## src/rtl/mac_frame_accumulator.sv

```systemverilog
// Frame accumulator: sums FRAME_LEN accepted products and hands each frame sum out via a valid/ready register.
// Build option: define MAC_ACC_SATURATE_EN to clamp the running sum on overflow instead of wrapping.
module mac_frame_accumulator #(
  parameter int IN_W      = 16,
  parameter int ACC_W     = 24,
  parameter int FRAME_LEN = 8,
  parameter int SIGNED    = 1
) (
  input  logic                             clk,
  input  logic                             rst,
  input  logic                             in_valid,
  output logic                             in_ready,
  input  logic [IN_W-1:0]                  in_data,
  input  logic                             clear,
  output logic                             out_valid,
  input  logic                             out_ready,
  output logic [ACC_W-1:0]                 acc_out,
  output logic                             out_ovf,
  output logic [$clog2(FRAME_LEN+1)-1:0]   count
);

  localparam int CNT_W = $clog2(FRAME_LEN + 1);
  localparam logic [CNT_W-1:0] LAST_CNT = CNT_W'(FRAME_LEN - 1);

  typedef enum logic {IDLE, ACCUM} state_t;

  state_t           state_reg;
  logic [ACC_W-1:0] acc_reg;
  logic             fovf_reg;

  logic [ACC_W-1:0] ext_data;
  logic [ACC_W-1:0] base;
  logic [ACC_W:0]   sum_full;
  logic [ACC_W-1:0] sum_wrap;
  logic [ACC_W-1:0] acc_next;
  logic             carry_msb;
  logic             add_ovf;
  logic             accept;
  logic             last;

  generate
    if (ACC_W > IN_W) begin : g_ext
      if (SIGNED != 0) begin : g_sext
        assign ext_data = {{(ACC_W-IN_W){in_data[IN_W-1]}}, in_data};
      end else begin : g_zext
        assign ext_data = {{(ACC_W-IN_W){1'b0}}, in_data};
      end
    end else begin : g_noext
      assign ext_data = in_data;
    end
  endgenerate

  // A frame's first sample loads rather than adds, so the stale sum never leaks in.
  assign base      = (state_reg == IDLE) ? '0 : acc_reg;
  assign sum_full  = {1'b0, base} + {1'b0, ext_data};
  assign sum_wrap  = sum_full[ACC_W-1:0];
  assign carry_msb = sum_wrap[ACC_W-1] ^ base[ACC_W-1] ^ ext_data[ACC_W-1];

  generate
    if (SIGNED != 0) begin : g_sovf
      // Two's-complement overflow: carry into the sign bit differs from carry out of it.
      assign add_ovf = sum_full[ACC_W] ^ carry_msb;
    end else begin : g_uovf
      assign add_ovf = sum_full[ACC_W] & (carry_msb | ~carry_msb);
    end
  endgenerate

`ifdef MAC_ACC_SATURATE_EN
  logic [ACC_W-1:0] sat_val;
  generate
    if (SIGNED != 0) begin : g_ssat
      // Both operands share a sign on overflow, so base's sign gives the direction.
      assign sat_val = base[ACC_W-1] ? {1'b1, {(ACC_W-1){1'b0}}} : {1'b0, {(ACC_W-1){1'b1}}};
    end else begin : g_usat
      assign sat_val = '1;
    end
  endgenerate
  assign acc_next = add_ovf ? sat_val : sum_wrap;
`else
  assign acc_next = sum_wrap;
`endif

  // Only registered state feeds in_ready, keeping out_ready off the input path.
  assign in_ready = !(out_valid && (count == LAST_CNT));
  assign accept   = in_valid & in_ready & ~clear;
  assign last     = accept && (count == LAST_CNT);

  always_ff @(posedge clk) begin
    if (rst) begin
      state_reg <= IDLE;
      acc_reg   <= '0;
      fovf_reg  <= 1'b0;
      count     <= '0;
      acc_out   <= '0;
      out_ovf   <= 1'b0;
      out_valid <= 1'b0;
    end else begin
      if (last) begin
        out_valid <= 1'b1;
        acc_out   <= acc_next;
        out_ovf   <= fovf_reg | add_ovf;
      end else if (out_valid && out_ready) begin
        out_valid <= 1'b0;
      end

      if (clear) begin
        state_reg <= IDLE;
        acc_reg   <= '0;
        fovf_reg  <= 1'b0;
        count     <= '0;
      end else if (accept) begin
        acc_reg <= acc_next;
        if (last) begin
          state_reg <= IDLE;
          fovf_reg  <= 1'b0;
          count     <= '0;
        end else begin
          state_reg <= ACCUM;
          fovf_reg  <= fovf_reg | add_ovf;
          count     <= count + 1'b1;
        end
      end
    end
  end

endmodule

```

## config.mk

```make
export PLATFORM = sky130hd
export DESIGN_NAME = mac_frame_accumulator
export DESIGN_NICKNAME = d
export VERILOG_FILES = /design/src/rtl/mac_frame_accumulator.sv
export SDC_FILE = /design/constraint.sdc
export NUM_CORES = 1
export LEC_CHECK = 0
export ABC_AREA = 1
export CAP_MARGIN = 0
export CORE_MARGIN = 10
export CORE_UTILIZATION = 55
export DETAILED_ROUTE_END_ITERATION = 8
export PLACE_DENSITY = 0.8
export SKIP_CTS_REPAIR_TIMING = 1
export SLEW_MARGIN = 20
export SYNTH_ARGS = -nofsm -noshare
export SYNTH_HDL_FRONTEND = slang
export SYNTH_SLANG_ARGS = --single-unit
```

## constraint.sdc

```tcl
create_clock -name clk -period 4.6 [get_ports clk]
set_input_delay 1.38 -clock clk [delete_from_list [all_inputs] [get_ports clk]]
set_output_delay 1.38 -clock clk [all_outputs]
set_load 0.05 [all_outputs]
```

# Word-level counts from Yosys, hierarchy flattened
# Index checks and enable logic that the tools add are counted.
# word_totals
ram_bits	0
romBits	0
mem_count	0
out_inout_bits	31
input_bits	21
regBits	56
elab_cells	29
latchBits	0
# classes
mux	6
magnitude_cmp	0
eq_ne	1
n_bitwise	7
div_mod_pow	0
n_shift	0
mul	0
reduce_logical	6
add_sub_neg	2
# op_table
operator	count
24-bit by 24-bit adder with 25-bit output	1
24-bit 2-to-1 mux	1
4-bit by 1-bit adder with 4-bit output (second input constant)	1
4-bit by 3-bit == test with 1-bit output (second input constant)	1
1-bit 2-to-1 mux	4
4-bit 2-to-1 mux	1
1-bit logical AND	3
1-bit bitwise XOR	3
1-bit AND	2
2-bit nonzero test	1
2-bit OR reduction	1
1-bit zero test	1
1-bit inverter	1
1-bit bitwise OR	1

# Longest topological paths before layout
# logic_depth
depth_word	7
mapped_depth	20
depth_no_buf	18

# Worst setup path after synthesis
# No wires, ideal clock.
# synth_path
kind	input -> register
start	input port in_data[0]
end	register acc_out[16]
t_required_ps	4492
slack_ps	1535
n_path_buf	0
stages	11
setup_ps	108
arrival_time_ps	2957
cell_sequence	ha_1 > fa_1 > nand3_1 > nand2_2 > nand2_1 > nand2_1 > a21boi_1 > o21ai_0 > xnor2_1 > a21o_1 > inv_1
# synth_between
elab_chain_cells	1
# synth_lines
item	line_no	source
start, declared	13	input logic [IN_W-1:0] in_data,
24-bit by 24-bit adder with 25-bit output	55	assign sum_full = {1'b0, base} + {1'b0, ext_data};
end signal, assigned	100	acc_out <= acc_next;
end, declared	17	output logic [ACC_W-1:0] acc_out,
# No other way between the ends.
# A chain may end at the register's enable or synchronous reset.

# Worst setup path in the final report
# layout_path
start	input port in_valid
end	register acc_out[9]
# layout_between
elab_chain_cells	3
# layout_lines
item	line_no	source
start, declared	11	input logic in_valid,
1-bit AND (2 in a row)	85	assign accept = in_valid & in_ready & ~clear;
1-bit logical AND	86	assign last = accept && (count == LAST_CNT);
# No other way between the ends.

==> results.txt <==
final setup fails - 0
commonest non-fill, non-tap cell in the layout - nand2_1
Worst Setup EP - acc_out[9]
core box area - 0.00679 mm^2
flop and latch count out of synthesis - 56
initial antenna violation count - 0
Slew @ Worst Pin - 0.831 ns
Via Count - 3711
RSZ-0062 raised after global routing - no
Arrival @ worst endpoint - 4.04 ns
Vias/cell - 5.23
Layout Skew - 0.00828 ns
Fmax - 264 MHz
GRT overflow - 0
clock sink total - 56
syn_nets - 616
cells after synthesis - 569
power per standard cell area - 202 mW/mm^2
yosys warns - 0
detailed-route wire length per cell - 14.6 um
die height - 103 um
synth unique cells - 35
vias in the first global route - 3441
crit path from - in_valid
Leak - 2.41 nW
GPL Wtd Cong - 0.995
type of the worst setup path - in -> reg
reg-to-reg critical path startpoint - state_reg
commonest cells after routing, fill and taps aside - 126 x nand2_1, 104 x inv_1, 56 x dfxtp_1
WL met3 - 549 um
Global Route Usage Sum - 0.195
crit path max fanout - 27
register area share after synthesis - 0.293
drt first pass iters - 5
fin util - 0.661
DP HPWL - 8.53 mm
Initial Util - 0.564
routed wire length - 10.4 mm
period utilisation layout - 0.823
clock-pin slew on the worst setup and hold paths - 0.09 ns
Required @ worst endpoint - 4.86 ns
met2 WL - 5.21 mm
global-route wire length before repair - 16.5 mm
CTS Buf Count - 5
setup TNS - 0 ns
io pins - 52
Max Used Layer - met4
Hold WS - 0.478 ns
CP Capture Type - flop
max-cap violations - 0
Rel. slew slack - 0.445
wl on met1 - 4.39 mm
Max Buffers Root-to-Sink - 2
1st-iter DRT viols - 242
share of layout cells above drive strength 1 - 0.0603
DR DRC count - 0
post-layout min period - 3.78 ns
Die Footprint - 0.0107 mm^2
Mapped Avg Cell Area - 6.74 um^2
Site Rows - 30
Clock Tree Root - clkbuf_8
TritonCTS clock tree - built
Worst Reg-to-Reg Cells - 12
Clk Latency, worst-skew pair - 0.31 ns
synthesized area - 0.00383 mm^2
# nets final - 660
r2r setup slk - 1.55 ns
Slew Viols, Final - 0
Syn-to-layout area delta - 17.1%
min-delay worst type - reg -> reg
fill count - 637
IO buf count - 51
peak supply drop - 150 uV
ant diodes - 0
CP startpoint kind - primary input
Die Width - 103 um
final hold vios - 0
largest net degree at the start of global routing - 28
htree depth - 2
post-route ant nets - 0
RR Endpoint - acc_reg[16]
status - completed
[per-layer routing]
| layer | vias up | global-route usage |
|---|---|---|
| met4 | 0 | 0.0545 |
| li1 | 1911 | - |
| met2 | 103 | 0.344 |
| met3 | 18 | 0.0392 |
| met5 | - | 0 |
| met1 | 1679 | 0.235 |
[metrics by stage]
step                      cell area (um^2)  cells  total power, mW  worst slack [ns]
final                                 4490    710            0.907             0.816
after global routing                  4490    710            0.945             0.610
after CTS                             4490    710            0.910             0.853
after detailed placement              4400    702            0.641             0.538
after global placement                4400    702            0.639             0.620
after floorplan                       3830    569            0.595              1.53
[cell usage after synthesis (all sizes together)]
| master | instances | area share |
|---|---|---|
| o211ai | 18 | 0.047 |
| xnor2 | 8 | 0.018 |
| clkbuf | 11 | 0.011 |
| nand2 | 133 | 0.14 |
| a21o | 5 | 0.0098 |
| ha | 25 | 0.082 |
| or2 | 1 | 0.0016 |
| nor3 | 4 | 0.0082 |
| dfxtp | 56 | 0.29 |
| o31ai | 1 | 0.0020 |
| and3 | 1 | 0.0016 |
| nor2 | 54 | 0.053 |
| o21ai | 32 | 0.042 |
| a21oi | 36 | 0.049 |
| a31oi | 2 | 0.0033 |
| a21boi | 3 | 0.0088 |
| buf | 6 | 0.013 |
| o21a | 9 | 0.018 |
| o21bai | 6 | 0.012 |
| fa | 1 | 0.0052 |
| a31o | 4 | 0.0091 |
| nand4 | 12 | 0.020 |
| nand3 | 25 | 0.033 |
| inv | 107 | 0.11 |
| xor2 | 9 | 0.021 |
[power by group]
| group | switching [mW] | internal, mW | leakage (nW) |
|---|---|---|---|
| clock | 0.153 | 0.123 | 0.0445 |
| combinational | 0.0815 | 0.0490 | 1.91 |
| sequential | 0.00713 | 0.494 | 0.454 |
[worst min-delay path by stage]
stage / start / end / slack (ns) / cells past startpoint
after floorplan: acc_reg[1] / acc_reg[1] / 0.44 / 2
after global placement: acc_out[1] / acc_out[1] / 0.46 / 2
after detailed placement: acc_out[0] / acc_out[0] / 0.47 / 2
after CTS: acc_out[0] / acc_out[0] / 0.48 / 2
after global routing: acc_reg[1] / acc_reg[1] / 0.50 / 2
final: acc_out[0] / acc_out[0] / 0.48 / 2
[cell type report]
cell class              instances  area, um^2  share of cell area
multi-input cells             389        2220               0.494
clock buffers                   7        86.3              0.0192
well taps                      96         120              0.0268
flip-flops and latches         56        1120               0.250
repair buffers                 54         533               0.119
inverters                     107         404              0.0900
clock inverters                 1        7.51             0.00167
[kinds of logic after synthesis]
group	share of synthesized area
XOR/XNOR	0.0389
adder cells (fa/ha/maj)	0.0868
flip-flops	0.293
AND/OR/NAND/NOR	0.253
buffers and inverters	0.129
AO/OA/AOI/OAI	0.200
[critical path, cell delays in order]
cell	delay, ns
clkdlybuf4s50_1	0.46
a21boi_4	0.43
nand2_4	0.23
inv_4	0.28
nand2_2	0.26
inv_2	0.45
buf_4	0.28
o21a_1	0.13
o21ai_0	0.07
inv_1	0.06
Note: power is estimated with default switching activity, not from simulation.
